<file path="config.mk">
export PLATFORM = sky130hd
export DESIGN_NAME = line_mem_responder
export DESIGN_NICKNAME = d
export VERILOG_FILES = /design/src/rtl/line_bus_pkg.sv /design/src/rtl/line_mem_responder.sv
export SDC_FILE = /design/constraint.sdc
export NUM_CORES = 1
export LEC_CHECK = 0
export CAP_MARGIN = 10
export CORE_ASPECT_RATIO = 2
export CORE_MARGIN = 1
export CORE_UTILIZATION = 45
export CTS_BUF_LIST = sky130_fd_sc_hd__clkbuf_4
export CTS_CLUSTER_SIZE = 25
export DETAILED_ROUTE_END_ITERATION = 8
export PLACE_DENSITY = 0.78
export SYNTH_ARGS = -nofsm -noshare
export SYNTH_HDL_FRONTEND = slang
export SYNTH_SLANG_ARGS = --single-unit
</file>
<file path="constraint.sdc">
create_clock -name clk -period 4 [get_ports clk]
set_input_delay 0.4 -clock clk [delete_from_list [all_inputs] [get_ports clk]]
set_output_delay 0.4 -clock clk [all_outputs]
set_load 0.005 [all_outputs]
</file>
<file path="src/rtl/line_bus_pkg.sv">
// Shared line-bus definitions: line/word geometry and the responder FSM states.
package line_bus_pkg;

  localparam int LINE_W = 128;
  localparam int WORD_W = 32;
  localparam int BEATS  = 4;

  typedef enum logic [1:0] {
    ST_IDLE,
    ST_WR_BEAT,
    ST_RD_ISSUE,
    ST_RD_DONE
  } state_e;

  // Word idx of a line; word 0 sits in the least significant bits.
  function automatic logic [WORD_W-1:0] line_word(input logic [LINE_W-1:0] line,
                                                  input logic [1:0]        idx);
    return line[WORD_W*int'(idx) +: WORD_W];
  endfunction

endpackage

</file>
<file path="src/rtl/line_mem_responder.sv">
// Line-to-word memory responder: turns 128-bit line reads/writes into four 32-bit backing beats.
// Defining LINE_RESP_STATS_EN adds the cnt_rd_lines/cnt_wr_lines completed-line counters.
module line_mem_responder
  import line_bus_pkg::*;
#(
  parameter logic [31:0] ADDR_BASE = 32'h0000_0000
) (
  input  logic              clk,
  input  logic              rst_n,
  input  logic [31:0]       s_addr,
  input  logic [LINE_W-1:0] s_writedata,
  input  logic              s_read,
  input  logic              s_write,
  output logic [LINE_W-1:0] s_readdata,
  output logic              s_readdata_valid,
  output logic              s_waitrequest,
  output logic [31:0]       w_addr,
  output logic [WORD_W-1:0] w_writedata,
  output logic              w_read,
  output logic              w_write,
  input  logic [WORD_W-1:0] w_readdata,
  input  logic              w_readdata_valid,
  input  logic              w_waitrequest
`ifdef LINE_RESP_STATS_EN
  ,
  output logic [31:0]       cnt_rd_lines,
  output logic [31:0]       cnt_wr_lines
`endif
);

  state_e              state_q, state_d;
  logic [27:0]         line_q, line_d;
  logic [LINE_W-1:0]   wdata_q, wdata_d;
  logic [2:0]          beat_q, beat_d;
  logic [1:0]          rcv_q, rcv_d;
  logic [WORD_W-1:0]   rbuf_q [BEATS-1];
  logic [WORD_W-1:0]   rbuf_d [BEATS-1];
  logic [LINE_W-1:0]   rdata_q, rdata_d;
  logic                wr_last;
  logic                unused_addr_bits;

  assign unused_addr_bits = ^s_addr[3:0];

  assign s_waitrequest    = (state_q != ST_IDLE);
  assign s_readdata_valid = (state_q == ST_RD_DONE);
  assign s_readdata       = rdata_q;

  // beat_q doubles as the write beat index and the read issue count (0..4).
  assign w_write     = (state_q == ST_WR_BEAT);
  assign w_read      = (state_q == ST_RD_ISSUE) && !beat_q[2];
  assign w_addr      = (w_read || w_write) ? ADDR_BASE + {line_q, beat_q[1:0], 2'b00} : '0;
  assign w_writedata = w_write ? line_word(wdata_q, beat_q[1:0]) : '0;
  assign wr_last     = w_write && !w_waitrequest && (beat_q[1:0] == 2'd3);

  always_comb begin
    state_d = state_q;
    line_d  = line_q;
    wdata_d = wdata_q;
    beat_d  = beat_q;
    rcv_d   = rcv_q;
    rbuf_d  = rbuf_q;
    rdata_d = rdata_q;
    unique case (state_q)
      ST_IDLE: begin
        if (s_write || s_read) begin
          line_d  = s_addr[31:4];
          wdata_d = s_writedata;
          beat_d  = '0;
          rcv_d   = '0;
          state_d = s_write ? ST_WR_BEAT : ST_RD_ISSUE;
        end
      end
      ST_WR_BEAT: begin
        if (!w_waitrequest) begin
          beat_d = beat_q + 3'd1;
          if (wr_last) state_d = ST_IDLE;
        end
      end
      ST_RD_ISSUE: begin
        if (w_read && !w_waitrequest) beat_d = beat_q + 3'd1;
        // Returned words are collected even while issues are still going out.
        if (w_readdata_valid) begin
          rcv_d = rcv_q + 2'd1;
          unique case (rcv_q)
            2'd0: rbuf_d[0] = w_readdata;
            2'd1: rbuf_d[1] = w_readdata;
            2'd2: rbuf_d[2] = w_readdata;
            default: begin
              rdata_d = {w_readdata, rbuf_q[2], rbuf_q[1], rbuf_q[0]};
              state_d = ST_RD_DONE;
            end
          endcase
        end
      end
      ST_RD_DONE: state_d = ST_IDLE;
      default:    state_d = ST_IDLE;
    endcase
  end

  always_ff @(posedge clk) begin
    if (!rst_n) begin
      state_q <= ST_IDLE;
      line_q  <= '0;
      wdata_q <= '0;
      beat_q  <= '0;
      rcv_q   <= '0;
      rbuf_q  <= '{default: '0};
      rdata_q <= '0;
    end else begin
      state_q <= state_d;
      line_q  <= line_d;
      wdata_q <= wdata_d;
      beat_q  <= beat_d;
      rcv_q   <= rcv_d;
      rbuf_q  <= rbuf_d;
      rdata_q <= rdata_d;
    end
  end

`ifdef LINE_RESP_STATS_EN
  logic [31:0] cnt_rd_q, cnt_wr_q;

  always_ff @(posedge clk) begin
    if (!rst_n) begin
      cnt_rd_q <= '0;
      cnt_wr_q <= '0;
    end else begin
      if (state_q == ST_RD_DONE) cnt_rd_q <= cnt_rd_q + 32'd1;
      if (wr_last)               cnt_wr_q <= cnt_wr_q + 32'd1;
    end
  end

  assign cnt_rd_lines = cnt_rd_q;
  assign cnt_wr_lines = cnt_wr_q;
`endif

endmodule

</file>
==> results of run 1 <==
## sequential cells by signal, summed over array words and instances (netlist names)
signal	cells
state_q	2
wdata_q	128
beat_q	3
s_readdata	128
rbuf_q	96
line_q	28
rcv_q	2
## power breakdown
group	internal (mW)	switching [mW]
Clock	1.58	1.49
Sequential	4.28	0.271
Combinational	1.12	1.35
## layout make-up
type	count	area [sq um]	share of cell area (%)
Sequential cell	387	7750	37.2
Multi-Input combinational cell	1291	7300	35.0
Timing Repair Buffer	404	4110	19.7
Clock buffer	134	1010	4.83
Tap cell	441	552	2.65
Clock inverter	14	82.6	0.396
Antenna cell	11	27.5	0.132
Inverter	6	22.5	0.108
## metrics by stage
step | hold slack (ns) | util, % | std cells
after floorplan | 0.432 | - | 1829
after global placement | 0.439 | 57.2 | 2529
after detailed placement | 0.446 | 57.2 | 2529
after CTS | 0.120 | 60.4 | 2677
after global routing | 0.142 | 60.5 | 2687
final | 0.218 | 60.5 | 2688
## cells in the mapped netlist, drive strengths merged (2+ instances only)
cell type | count | area share, %
mux4 | 32 | 4.7
o21ai | 4 | 0.13
dfxtp | 387 | 49
nand2 | 765 | 18
and2 | 32 | 1.3
clkbuf | 48 | 1.1
ha | 9 | 0.71
and3 | 4 | 0.16
nand2b | 2 | 0.079
nor2b | 33 | 1.3
nor3b | 2 | 0.095
a21boi | 382 | 18
nand3 | 6 | 0.19
mux2i | 4 | 0.25
nand4 | 2 | 0.079
inv | 6 | 0.14
buf | 97 | 3.9
## cell usage in the layout, fill, tap and decap left out, drive strengths merged
master,netlist,routed
a21boi,382,382
a21oi,1,1
a32o,1,1
and2,32,32
and3,4,4
buf,97,18
bufinv,0,1
clkbuf,48,134
clkdlybuf4s50,0,386
clkinv,0,12
clkinvlp,0,1
conb,1,2
dfxtp,387,387
diode,0,11
ha,9,9
inv,6,6
mux2i,4,4
mux4,32,32
nand2,765,765
nand2b,2,2
nand3,6,6
nand3b,1,1
nand4,2,2
nand4b,1,1
nor2,1,1
nor2b,33,33
nor3b,2,2
nor4b,1,1
o2111ai,1,1
o211ai,1,1
o21a,1,1
o21ai,4,4
o221a,1,1
o22ai,1,1
or3b,1,1
## cells by family (layout without fill, tap and decap cells)
kind of cell               count (synthesis)  in the layout  synth area share (%)
and+or+nand+nor                          851            851                  21.6
muxes                                     36             36                  4.91
DFF                                      387            387                  49.0
adders and majority gates                  9              9                 0.712
other                                      1             13                0.0237
AOI/OAI and AO/OA                        393            393                  18.7
buffers and inverters                    151            558                  5.15
## metal layers
metal | track usage, % | wire (um)
met1 | 23.7 | 15500
met2 | 45.3 | 23700
met3 | 5.74 | 2530
met4 | 14.7 | 2000
met5 | 0 | 0
## worst paths after layout
kind	slack (ns)	cells after the start	to	start
setup / recovery	0.35	7	w_addr[14]	state_q[0]
setup reg to reg	1.47	6	s_readdata[27]	state_q[0]
hold / removal	0.22	3	wdata_q[11]	s_writedata[11]
hold reg to reg	0.45	2	s_readdata[90]	rbuf_q[26]
## worst min-delay path, cell delays in order
cell and delay, ns:
clkdlybuf4s50_1 0.40, nand2_1 0.05, a21boi_0 0.06
==> results.tsv, run 1 <==
metric	value	unit
outcome	finished clean	
area_growth	31.8	%
final_antenna_net_count	0	
yosysWarnings	0	
gp_congestion	0.816	
start_kind	register	
drv_slew	0	
syn_inst	1828	
finalHoldViolations	0	
finalSetupViolCount	0	
first_pass_iters	5	
placed_area	0.0197	sq mm
htree_num_levels	3	
slowest_stage	clkdlybuf4s50_1	
via_per_inst	5.05	
routed_wl	43700	um
ys_types	37	
grt_pass1_wl	68300	um
grt_max_degree	209	
crit_top_cell	nor2b_1	
fmax	274	MHz
synth_edf_count	0	
fillCellCount	3009	
synth_top_flop_cell	dfxtp_1	
critPathMaxFanout	23	
clk_path_buf_depth	3	
clockRootBuffer	clkbuf_4	
worstSkewPairLatency	0.75	ns
initial_utilization	45.9	%
cellLeakagePower	7.32	nW
cts_setup_buffers	0	
period_share	91.1	%
slew_headroom	28.9	%
crit_required	3.60	ns
worstMarginPinSlew	1.07	ns
max-vdd-ir-drop	417	uV
crit_path_cell_trace	inv_1 -> ha_1 -> nor2b_1 -> nor2_2 -> buf_4 -> nor2b_1 -> clkdlybuf4s50_1	
io_pins	394	
placementRows	96	
critPathBufInv	3	
antenna_found_initial	10	
syn_area_per_cell	8.65	sq um
track_usage	24.2	%
async_reset_ff_share	0	%
p_per_area	484	mW/mm^2
clk_pin_slew_worst_paths	0.07	ns
cap_violations	0	
grt_overflow	0	
vias	13600	
final_nets	2383	
grt_pass1_vias	13500	
layout_setup_ws	0.355	ns
tns	0	ns
cp.arrival	3.25	ns
clock_skew	0.0626	ns
fp.dieArea	0.0359	sq mm
ys_ff_latch	387	
drive_above_1_share	8.59	%
clock-sinks	387	
cts_buffers	86	
p_total	10.1	mW
tritoncts	built	
path_delay_family	buffers and inverters	
cts_resized	0	
pre_cts_slack	1.12	ns
chipHeight	267	um
post-dp-hpwl	29300	um
design_area	0.0208	sq mm
hp-class	in2reg	
die_w	135	um
ys_seq_area_share	49.0	%
rsz0062_at_grt	false	
cts_hold_buf	0	
drtIter0Drc	601	
max_stage_delay	0.47	ns
io_buffers	387	
wire_per_inst	16.3	um
cp-end-kind	output port	
drc	0	
path_class	reg2out	
core-area	0.0345	sq mm
synth_area	0.0158	sq mm
fin_crit	3.65	ns
Note: power is estimated with default switching activity, not from simulation.
==> run 2: changes to the inputs <==
--- a/config.mk
+++ b/config.mk
@@ -16,3 +16,4 @@
 export SYNTH_ARGS = -nofsm -noshare
 export SYNTH_HDL_FRONTEND = slang
 export SYNTH_SLANG_ARGS = --single-unit
+export TNS_END_PERCENT = 10
==> results of run 2 <==
Final layout, timing and power as in run 1 (identical DEF).
